## config.mk

```make
export PLATFORM = sky130hd
export DESIGN_NAME = mdu_ctrl
export DESIGN_NICKNAME = d
export VERILOG_FILES = /design/src/rtl/mdu_ctrl.sv
export SDC_FILE = /design/constraint.sdc
export NUM_CORES = 2
export LEC_CHECK = 0
export ABC_AREA = 1
export BUFFER_PORTS_ARGS = -buffer_cell sky130_fd_sc_hd__buf_2
export CORE_MARGIN = 4
export CORE_UTILIZATION = 50
export CTS_CLUSTER_DIAMETER = 200
export CTS_CLUSTER_SIZE = 14
export DETAILED_ROUTE_END_ITERATION = 12
export PLACE_DENSITY = 0.66
export SETUP_SLACK_MARGIN = 0.05
export SLEW_MARGIN = 15
export SYNTH_ARGS = -nofsm -noshare
export SYNTH_HDL_FRONTEND = slang
export SYNTH_SLANG_ARGS = --single-unit
```

## constraint.sdc

```tcl
create_clock -name clk -period 19.5 [get_ports clk]
set_input_delay 4.875 -clock clk [delete_from_list [all_inputs] [get_ports clk]]
set_output_delay 4.875 -clock clk [all_outputs]
set_load 0.005 [all_outputs]
```

## src/rtl/mdu_ctrl.sv

```systemverilog
// Multi-cycle multiply/divide unit owning HI/LO, with its own sequencer and E-stage stall.
// Define MDU_FAST_MUL_EN for a single-cycle multiply; otherwise multiply takes MUL_LAT cycles.
module mdu_ctrl #(
  parameter int MUL_LAT = 4
) (
  input  logic        clk,
  input  logic        reset,
  input  logic        mdstartE,
  input  logic [1:0]  mdopE,
  input  logic        mthiE,
  input  logic        mtloE,
  input  logic        mfhiE,
  input  logic        mfloE,
  input  logic [31:0] srcaE,
  input  logic [31:0] srcbE,
  output logic [31:0] hiloE,
  output logic        stallMD,
  output logic        busy
);

  localparam logic [1:0] IDLE = 2'd0;
  localparam logic [1:0] MUL  = 2'd1;
  localparam logic [1:0] DIV  = 2'd2;
  localparam logic [1:0] FIX  = 2'd3;
`ifndef MDU_FAST_MUL_EN
  localparam logic [4:0] MUL_CNT = 5'(MUL_LAT - 1);
`endif

  logic [1:0]  state;
  logic [4:0]  count;
  logic [31:0] hi, lo;
  logic [31:0] opA, opB, rem;   // opA is the dividend/quotient shift register during DIV
  logic        opSigned, qNeg, rNeg;

  logic        inSigned;
  logic [31:0] absA, absB;
  logic [32:0] shifted, trial;
  logic        trialOk;
  logic [31:0] quotOut, remOut;

  function automatic logic [63:0] fullProduct(input logic [31:0] a, input logic [31:0] b,
                                              input logic sgn);
    logic [63:0] ea, eb;
    ea = sgn ? {{32{a[31]}}, a} : {32'd0, a};
    eb = sgn ? {{32{b[31]}}, b} : {32'd0, b};
    return ea * eb;
  endfunction

  assign inSigned = ~mdopE[0];
  assign absA     = (inSigned && srcaE[31]) ? -srcaE : srcaE;
  assign absB     = (inSigned && srcbE[31]) ? -srcbE : srcbE;

  // Restoring step: shift in the next dividend bit, keep the subtraction only if it did not borrow.
  assign shifted  = {rem, opA[31]};
  assign trial    = shifted - {1'b0, opB};
  assign trialOk  = ~trial[32];

  assign quotOut  = qNeg ? -opA : opA;
  assign remOut   = rNeg ? -rem : rem;

  assign stallMD  = busy & (mdstartE | mthiE | mtloE | mfhiE | mfloE);
  assign hiloE    = mfhiE ? hi : (mfloE ? lo : 32'd0);

  always_ff @(posedge clk) begin
    if (reset) begin
      state <= IDLE;
      busy  <= 1'b0;
      count <= 5'd0;
      hi    <= 32'd0;
      lo    <= 32'd0;
    end else begin
      case (state)
        IDLE: begin
          if (mdstartE) begin
            if (mdopE[1]) begin
              state <= DIV;
              busy  <= 1'b1;
              count <= 5'd31;
            end else begin
`ifdef MDU_FAST_MUL_EN
              {hi, lo} <= fullProduct(srcaE, srcbE, inSigned);
`else
              state <= MUL;
              busy  <= 1'b1;
              count <= MUL_CNT;
`endif
            end
          end else begin
            if (mthiE) hi <= srcaE;
            if (mtloE) lo <= srcaE;
          end
        end
        MUL: begin
          if (count == 5'd0) begin
            {hi, lo} <= fullProduct(opA, opB, opSigned);
            state    <= IDLE;
            busy     <= 1'b0;
          end else begin
            count <= count - 5'd1;
          end
        end
        DIV: begin
          if (count == 5'd0) state <= FIX;
          else               count <= count - 5'd1;
        end
        FIX: begin
          lo    <= quotOut;
          hi    <= remOut;
          state <= IDLE;
          busy  <= 1'b0;
        end
      endcase
    end
  end

  // NOTE: operand/partial-remainder registers are not reset; they are always loaded on acceptance
  // before being read, so only the control state and the architectural HI/LO need a reset.
  always_ff @(posedge clk) begin
    case (state)
      IDLE: begin
        if (mdstartE) begin
          opSigned <= inSigned;
          if (mdopE[1]) begin
            opA  <= absA;
            opB  <= absB;
            rem  <= 32'd0;
            // A zero divisor leaves the all-ones quotient unsigned and the remainder equal to srcaE.
            qNeg <= inSigned & (srcaE[31] ^ srcbE[31]) & (srcbE != 32'd0);
            rNeg <= inSigned & srcaE[31];
          end else begin
            opA <= srcaE;
            opB <= srcbE;
          end
        end
      end
      DIV: begin
        rem <= trialOk ? trial[31:0] : shifted[31:0];
        opA <= {opA[30:0], trialOk};
      end
      default: ;
    endcase
  end

endmodule

```

# Yosys cells after proc, flatten, opt, wreduce, memory -nomap -nowiden

Cells that the tools add are included.

Register bits after elaboration: 171
Output and inout port bits: 34

$add $sub $neg: 6
Multiply operators: 1
Equality and inequality tests: 11
Multiplexer cells: 36
Bitwise operators: 11
Reduce and logical (&&, ||, !) cells: 18

Operators with widths:

| cell                                                                | count |
|---|---|
| 32-bit 2-to-1 mux                                                   | 18 |
| 32-bit one-hot mux with 3 select lines                              | 2 |
| 64-bit 2-to-1 mux                                                   | 2 |
| 32-bit negator                                                      | 4 |
| 32-bit one-hot mux with 2 select lines                              | 2 |
| 64-bit by 64-bit multiplier with 64-bit output                      | 1 |
| 33-bit by 32-bit subtractor with 33-bit output                      | 1 |
| 32-bit nonzero test                                                 | 1 |
| 2-bit != test (second input constant)                               | 8 |
| 5-bit 2-to-1 mux                                                    | 3 |
| 3-bit AND reduction                                                 | 5 |
| 5-bit one-hot mux with 2 select lines                               | 1 |
| 2-bit 2-to-1 mux                                                    | 4 |
| 2-bit one-hot mux with 4 select lines                               | 1 |
| 4-bit AND reduction                                                 | 2 |
| 5-bit zero test                                                     | 1 |
| 5-bit by 1-bit subtractor with 5-bit output (second input constant) | 1 |
| 1-bit AND                                                           | 4 |
| 2-bit == test (second input constant)                               | 2 |
| 1-bit bitwise OR                                                    | 4 |
| 2-bit AND reduction                                                 | 2 |
| 2-bit nonzero test                                                  | 2 |
| 1-bit one-hot mux with 3 select lines                               | 1 |
| 3-bit nonzero test                                                  | 1 |
| 7 further kinds                                                     | 10 |

# Longest topological paths before layout

Depth in word-level cells: 6
Mapped depth: 39
Depth with buffers taken out: 38

# Worst setup path after synthesis

No wires, ideal clock.

Path kind: in2out
From: input mfhiE
To: output hiloE[10]
Arrival: 5.570 ns
Required time: 14.625 ns
Slack: 9.055 ns
Stages: 5
Buffers on the path: 2
Path through: clkbuf_1 inv_1 clkbuf_1 nand3_1 nand2_1

Longest elaborated chain between the ends: 1

Ends and longest elaborated chain:

| element           | RTL line | RTL |
|---|---|---|
| start, declared   | 12       | `input logic mfhiE,` |
| 32-bit 2-to-1 mux | 62       | `assign hiloE = mfhiE ? hi : (mfloE ? lo : 32'd0);` |
| end, declared     | 16       | `output logic [31:0] hiloE,` |

Every way passes these cells.

# Worst setup path in the final report

From: input mfhiE
To: output stallMD

Longest elaborated chain between the ends: 3

Ends and longest elaborated chain:

| element                       | RTL line | RTL |
|---|---|---|
| 1-bit bitwise OR (2 in a row) | 61       | `assign stallMD = busy & (mdstartE \| mthiE \| mtloE \| mfhiE \| mfloE);` |
| 1-bit AND                     | 61       |  |
| end, declared                 | 17       | `output logic stallMD,` |

Every way passes these cells.

==> results.ini <==
[clock_tree]
cts_resized = 0
cts_tree = yes
clk_path_buf_depth = 2
clock_latency_ns = 0.50
holdBufCountCts = 0
h-tree-depth = 4
numCtsBuffers = 17
cts.sinks = 171
post-cts-setup-buffers = 0
cts_root_buf = clkbuf_16
cts.clk_slew.worst_paths_ns = 0.08

[synthesis]
synth_top_family_by_area = adder cells
synth_top_area_share_pct = 45.2
synth_cells = 8070
yosys.area.top_type = fa_1
synthFlopType = edfxtp_1
synth-seq-cells = 171
synthAdderAreaFrac_pct = 52.1
synth_mux_area_share_pct = 0
synth_cell_types = 67
synth_compound_area_share_pct = 6.46
synth_warnings = 0
synthSimpleGateAreaFrac_pct = 15.9
ys_seq_area_share_pct = 7.01
synth_xor_area_share_pct = 1.28
synthTopCellsByArea = fa_1 (45%), inv_1 (15%), nand2_1 (9.8%)
post_synth.cell_area_avg_um2 = 7.80
syn-num-nets = 9914
syn-cell-area_um2 = 63000
synth_edf_count = 99
ys_async_sr_fraction_pct = 0

[routing]
wl_um = 230000
wl_per_cell_um = 23.9
drt_iter0_drc = 4662
vias = 51900
drc = 0
ant_nets = 0
dr.pass1.iters = 6
viasPerCell = 5.40

[timing]
min_period_ns = 11.26
relSlewSlack_pct = 30.1
rsz0062_at_grt = false
post-route-period-util_pct = 57.7
worst_pin_slew_ns = 1.05
timing.fmax_mhz = 88.8
setup_violations = 0
timing.setup.tns_ns = 0
maxSlewViolCount = 0
hold_violations = 0
finClkSkew_ns = 0.0138

[grt]
grt_antenna_before_repair = 7
grt_pass1_vias = 54700
grt_pass1_wl_um = 351000
grt_overflow_total = 0
grt_usage_pct = 36.1
grt_max_degree = 59

[placed_design]
gp_congestion = 0.996
port_buffers = 106
hpwl_um = 193000

[setup_path]
critPathArrivalTime_ns = 6.38
worst_setup_path_start_kind = input port
endpoint_kind = output pin
crit_required_ns = 14.62
path_class = input port to output pin
path_max_fanout = 33

[floorplanning]
io-pin-count = 107
die_y_um = 363
die_area_um2 = 132000
initial_core_util_pct = 50.6
rows = 129
die_w_um = 363
fp.coreArea_um2 = 124000

[cells_and_area]
area_growth_pct = 4.14
final_cell_mix = inv_1 (2510), nand2_1 (1648), fa_1 (1420), nor2_1 (405), ha_1 (351)
nNetsFinal = 9805
final_common_cell = inv_1
drive_gt1_share_pct = 4.40

[run_status]
status = completed

[flow_run]
maxCapViolCount = 0

[hold_path]
hp-class = register to register

-- path summary, 6_finish.rpt --
path | from | end | slack (ns) | depth (start not counted)
max | mfhiE | stallMD | 8.24 | 7
min | count[0] | count[0] | 0.50 | 1
max reg2reg | opB[1] | hi[12] | 8.78 | 28
min reg2reg | count[0] | count[0] | 0.50 | 1
-- cells by family (layout without fill, tap and decap cells) --
group / Yosys count / count (layout)
buf+inv: 2867 / 2771
simple gates: 2446 / 2446
fa+ha+maj: 1771 / 1771
compound gates: 723 / 723
flops: 171 / 171
xor+xnor: 92 / 92
other cells: 0 / 4
-- stage by stage --
step	util, %	worst slack, ns	std cells	instance area [um2]	hold WS [ns]
2_1_floorplan	-	9.06	8070	63000	0.449
3_3_place_gp	52.2	8.20	9579	65000	0.475
3_5_place_dp	52.2	8.27	9579	65000	0.492
4_1_cts	52.7	8.27	9611	65500	0.505
5_1_grt	52.7	8.10	9611	65500	0.531
6_report	52.7	8.24	9615	65600	0.502
-- synthesized netlist by cell type, drive strengths merged, types with 3 or more instances --
master / count
a2111oi: 3
a41oi: 7
nand3: 193
o31ai: 7
dfxtp: 72
a211oi: 6
nand2: 1662
ha: 351
o21a: 8
nand3b: 12
a21o: 17
nor2: 422
o21ai: 285
clkinv: 4
a31oi: 37
edfxtp: 99
fa: 1420
buf: 58
clkbuf: 280
a21boi: 9
nor3: 67
a221oi: 4
inv: 2525
a21oi: 290
nand4: 32
o211ai: 21
or2: 34
xnor2: 30
o21bai: 15
xor2: 62
nor4: 17
-- routing by layer --
metal / track usage [%] / wire [um] / vias to the layer above
met4: 13.5 / 10400 / 6
met5: 0 / 37 / -
met2: 57.0 / 104000 / 2301
met3: 6.13 / 19700 / 407
li1: - / - / 22900
met1: 50.2 / 96100 / 26200
-- critical path: stages --
cell,delay (ns)
buf_2,0.45
inv_1,0.38
buf_4,0.31
nand3_1,0.10
o21ai_0,0.08
inv_1,0.07
buf_2,0.10
-- flip-flops by register name, summed over array words and instances, names as in the netlist --
| signal | cells |
|---|---|
| hi | 32 |
| busy | 1 |
| count | 5 |
| lo | 32 |
| opB | 32 |
| qNeg | 1 |
| opA | 32 |
| rem | 32 |
| state | 2 |
| opSigned | 1 |
| rNeg | 1 |
-- cell type report --
type / instances / area, um2
Fill cell: 12000 / 58900
Multi-Input combinational cell: 5032 / 47700
Inverter: 2529 / 9500
Sequential cell: 171 / 4410
Tap cell: 1637 / 2050
Timing Repair Buffer: 210 / 1310
Clock buffer: 17 / 425
Clock inverter: 15 / 170
Antenna cell: 4 / 10.0
Power is not shown: default switching activity piles up to over one toggle a cycle in this logic, so the estimate is an artifact.
